`src/rtl/mpc_cycle_supervisor.sv`:
```
// mpc_cycle_supervisor: launches the solver each period, watchdogs it, counts overruns and holds its output
module mpc_cycle_supervisor #(
  parameter int DATA_W = 32
) (
  input  logic              clk,
  input  logic              reset,
  input  logic              ce,
  input  logic              start,
  input  logic              hold_sync,
  input  logic [31:0]       timeout_cycles,
  input  logic              clear_stats,
  input  logic              solver_done,
  input  logic [DATA_W-1:0] solver_u,
  output logic              solver_start,
  output logic              solver_abort,
  output logic              busy,
  output logic [DATA_W-1:0] u_hold,
  output logic              u_valid,
  output logic              u_update,
  output logic [31:0]       last_latency,
  output logic [31:0]       max_latency,
  output logic [15:0]       overrun_count,
  output logic              timeout_flag
);
  typedef enum logic {IDLE, WAIT} state_t;
  state_t state_q, state_d;
  logic [31:0] lat_q, lat_d, last_latency_q, last_latency_d, max_latency_q, max_latency_d;
  logic [DATA_W-1:0] u_hold_q, u_hold_d, u_pend_q, u_pend_d;
  logic [15:0] overrun_count_q, overrun_count_d;
  logic pend_valid_q, pend_valid_d, u_valid_q, u_valid_d, u_update_q, u_update_d;
  logic solver_start_q, solver_start_d, solver_abort_q, solver_abort_d;
  logic timeout_flag_q, timeout_flag_d;
  // next-state: launch from IDLE, then done / watchdog / overrun handling while waiting
  always_comb begin
    state_d = state_q;
    lat_d = lat_q;
    last_latency_d = last_latency_q;
    max_latency_d = max_latency_q;
    u_hold_d = u_hold_q;
    u_pend_d = u_pend_q;
    overrun_count_d = overrun_count_q;
    pend_valid_d = pend_valid_q;
    u_valid_d = u_valid_q;
    timeout_flag_d = timeout_flag_q;
    u_update_d = 1'b0;
    solver_start_d = 1'b0;
    solver_abort_d = 1'b0;
    if (state_q == IDLE) begin
      if (start) begin
        solver_start_d = 1'b1;
        lat_d = '0;
        state_d = WAIT;
        if (hold_sync && pend_valid_q) begin
          u_hold_d = u_pend_q;
          u_update_d = 1'b1;
          u_valid_d = 1'b1;
          pend_valid_d = 1'b0;
        end
      end
    end else if (solver_done) begin
      last_latency_d = lat_q;
      max_latency_d = (lat_q > max_latency_q) ? lat_q : max_latency_q;
      if (start) begin
        // back-to-back period: the result is applied now, no pending slot needed
        solver_start_d = 1'b1;
        lat_d = '0;
        u_hold_d = solver_u;
        u_update_d = 1'b1;
        u_valid_d = 1'b1;
        pend_valid_d = 1'b0;
      end else begin
        state_d = IDLE;
        if (hold_sync) begin
          u_pend_d = solver_u;
          pend_valid_d = 1'b1;
        end else begin
          u_hold_d = solver_u;
          u_update_d = 1'b1;
          u_valid_d = 1'b1;
        end
      end
    end else begin
      if (start && overrun_count_q != 16'hFFFF) overrun_count_d = overrun_count_q + 16'd1;
      if (timeout_cycles != 32'd0 && lat_q == timeout_cycles - 32'd1) begin
        solver_abort_d = 1'b1;
        timeout_flag_d = 1'b1;
        state_d = IDLE;
      end else begin
        lat_d = lat_q + 32'd1;
      end
    end
    if (clear_stats) begin
      overrun_count_d = '0;
      timeout_flag_d = 1'b0;
      max_latency_d = '0;
      last_latency_d = '0;
    end
  end
  // state register: reset overrides ce, everything holds while ce is low
  always_ff @(posedge clk) begin
    if (reset) begin
      state_q <= IDLE;
      lat_q <= '0;
      last_latency_q <= '0;
      max_latency_q <= '0;
      u_hold_q <= '0;
      u_pend_q <= '0;
      overrun_count_q <= '0;
      pend_valid_q <= 1'b0;
      u_valid_q <= 1'b0;
      u_update_q <= 1'b0;
      solver_start_q <= 1'b0;
      solver_abort_q <= 1'b0;
      timeout_flag_q <= 1'b0;
    end else if (ce) begin
      state_q <= state_d;
      lat_q <= lat_d;
      last_latency_q <= last_latency_d;
      max_latency_q <= max_latency_d;
      u_hold_q <= u_hold_d;
      u_pend_q <= u_pend_d;
      overrun_count_q <= overrun_count_d;
      pend_valid_q <= pend_valid_d;
      u_valid_q <= u_valid_d;
      u_update_q <= u_update_d;
      solver_start_q <= solver_start_d;
      solver_abort_q <= solver_abort_d;
      timeout_flag_q <= timeout_flag_d;
    end
  end
  assign busy = (state_q == WAIT);
  assign solver_start = solver_start_q;
  assign solver_abort = solver_abort_q;
  assign u_hold = u_hold_q;
  assign u_valid = u_valid_q;
  assign u_update = u_update_q;
  assign last_latency = last_latency_q;
  assign max_latency = max_latency_q;
  assign overrun_count = overrun_count_q;
  assign timeout_flag = timeout_flag_q;
endmodule

```
`config.mk`:
```
export PLATFORM = sky130hd
export DESIGN_NAME = mpc_cycle_supervisor
export DESIGN_NICKNAME = d
export VERILOG_FILES = /design/src/rtl/mpc_cycle_supervisor.sv
export SDC_FILE = /design/constraint.sdc
export NUM_CORES = 1
export LEC_CHECK = 0
export CORE_ASPECT_RATIO = 1.75
export CORE_MARGIN = 2
export CORE_UTILIZATION = 30
export DETAILED_ROUTE_END_ITERATION = 10
export PLACE_DENSITY = 0.6
export SYNTH_ARGS = -nofsm -noshare
export SYNTH_HDL_FRONTEND = slang
export SYNTH_SLANG_ARGS = --single-unit
```
`constraint.sdc`:
```
create_clock -name clk -period 4.6 [get_ports clk]
set_input_delay 1.38 -clock clk [delete_from_list [all_inputs] [get_ports clk]]
set_output_delay 1.38 -clock clk [all_outputs]
set_load 0.01 [all_outputs]
```
==> metrics.txt <==
outcome=completed; most frequent cells in the layout=clkdlybuf4s50_1, dfxtp_1, nand2_1; die area=34360 µm²; Overall Global Routing Usage=18.87%; Die X=141.0 µm; Root Driver=clkbuf_16; Final #Nets=1535; grt ovf=0; starting density of the core=30.47%; placed instance count=1805; post-DP HPWL=24.29 mm; Setup WS post-layout=99.13 ps; Total Neg Setup Slack=0 ps; global placer's final weighted congestion=0.8522; min Tclk post-route=4501 ps; slowest cell on the critical path=or4_4; required time worst endpoint=4940 ps; CTS tree=done; leakage=0.004531 µW; initial antenna violation count=1; Yosys reg bits=183; largest cells by area after synthesis=dfxtp_1, mux2i_1, nand2_1; H-tree levels=4; total number of yosys warnings=0; Finish-stage setup viols=0; critical path fanouts, max=14; Power Total=3456 µW; input/output buffers=188; I/O pins=189; largest net degree at the start of global routing=60; cts bufs inserted=17; area fraction of the dominant cell type after synthesis=37.19%; CP Capture Type=flip-flop; CP Data Arrival Time=4840 ps; final worst path period share=97.85%; pre-CTS setup slack=-363.5 ps; WL final=32.73 mm; Distinct cells, synth=70; async set-reset flop share out of synthesis=0%; Rows=87; area leader, netlist=dfxtp_1; Hold Path Origin=u_pend_q[10]; predominant post-synthesis flop cell=dfxtp_1; Post-Syn Area=9852 µm²; number of global-route vias before repair=9516; core area=32330 µm²; Crit. Startpoint=timeout_cycles[7]; final hold violations=0; Area Overhead vs Synth=34.77%; Crit path buffers/inverters=4; worst rel slew slack=47.90%; CP delay by family, top=simple AND/OR/NAND/NOR gates; Final Non-Filler Cells=1840; synthesized instance count=1222; Crit Reg-Reg Startpoint=lat_q[25]; WL/cell=17.79 µm; syn nets=1328; first-pass GRT wire length=50.89 mm; antenna-violating nets left=0; clk slew on worst S/H paths=70 ps; Clock Sink Count=183; Peak Freq=222.2 MHz; maximum vdd drop=274.6 µV; Crit Path Category=in2reg; pwr dens=260.3 nW/µm²; worst-margin pin slew=778.6 ps; Via-to-Cell Ratio=5.211; syn avg cell area=8.062 µm²; Pins Over Slew Limit=0; fraction of layout cells with a size suffix above 1=10.15%; Vias=9588; crit path cell chain=clkdlybuf4s50_1, nor4_2, buf_4, nand4_4, or3_1, o31a_1, or4_4, or4b_4, o221ai_4, buf_4, clkbuf_16, nand3_1, o311ai_0; die height=243.7 µm; Final Instance Area=13280 µm²; worst hold path type=reg2reg; DRT iter0 DRCs=500; number of remaining DRC errors=0; Worst setup SP type=input port; Skew-Pair Late Insertion Delay=440 ps; Seq/Total Area, Yosys=37.19%; number of synthesized flops with an enable pin=0; First-pass DRT Iterations=5; max_cap viols=0; CTS Buffer Depth=2; Largest stage delay, worst path=550 ps; Area after DPL=12580 µm²; commonest non-fill, non-tap cell in the layout=clkdlybuf4s50_1; most used cell, CP=buf_4; Final Skew=9.105 ps
per-layer routing:
layer	vias to the layer above	GRT usage (%)	wire, µm
li1	4733	-	-
met1	4505	18.94	11820
met2	279	35.18	17490
met3	71	4.658	1780
met4	0	10.35	1634
met5	-	0	0
worst min-delay path, cell delays in order, from the launching register on:
cell and delay, ps:
dfxtp_1 310, nand2_1 50, a21oi_1 50
cells by family after synthesis:
kind of cell	Yosys count	synth area share (%)
fa+ha+maj	35	4.445
flops	183	37.19
xor+xnor	51	4.534
buf+inv	137	5.524
simple gates	506	24.60
compound gates	235	16.05
mux	75	7.658
path summary, 6_finish.rpt:
check / endpoint / slack (ps) / cells past startpoint
worst max-delay path: lat_q[11] / 100 / 13
worst min-delay path: u_pend_q[10] / 450 / 2
worst max register to register: max_latency[29] / 1200 / 10
worst min register to register: u_pend_q[10] / 450 / 2
per-stage QoR:
step	util, %	hold slack, ps
after floorplan	-	435.7
after global placement	38.93	440.4
after detailed placement	38.93	447.4
after CTS	40.75	456.9
after global routing	41.07	474.0
final	41.07	453.2
cells in the mapped netlist (3+ instances only):
library cell / instances
a211oi_1: 33
a21o_1: 7
a21oi_1: 64
a22oi_1: 35
a31oi_1: 6
and2_1: 6
and3_1: 18
and4_1: 4
buf_1: 8
buf_6: 3
clkbuf_1: 74
dfxtp_1: 183
ha_1: 35
inv_1: 47
mux2_2: 3
mux2i_1: 72
nand2_1: 181
nand2b_1: 9
nand3_1: 59
nand3b_1: 3
nand4_1: 27
nor2_1: 126
nor2b_1: 8
nor3_1: 17
nor3b_1: 4
nor4_1: 14
nor4b_1: 3
o211ai_1: 15
o21a_1: 6
o21ai_0: 29
o311ai_0: 6
o31a_1: 4
o31ai_1: 7
or3_1: 8
or4_1: 7
xnor2_1: 28
xor2_1: 23
what timing repair did:
| item | in CTS | in global routing |
|---|---|---|
| endpoints found under the hold margin | 0 | 0 |
| setup endpoints to repair | 0 | 29 |
| hold buffers | 0 | 0 |
| gates resized for setup | 0 | 7 |
| buffers inserted | 0 | 3 |
report_power, final:
group	internal [µW]	total (µW)	switching [µW]
logic	158	332	174
clock network	867	1520	657
registers	1590	1600	6.66
cell type report:
cell class	count	area, µm²
fill	3192	19050
multi-input combinational	902	5694
sequential	183	3665
timing repair buffer	277	2645
tap	400	500.5
clock buffer	19	442.9
inverter	48	180.2
clock inverter	10	147.6
antenna	1	2.502
state kept, by name (all words and copies together) (netlist names), 16 cells and up:
register / count
max_latency: 32
lat_q: 32
last_latency: 32
u_hold: 32
overrun_count: 16
u_pend_q: 32
Power figures use the tool's default switching activity.
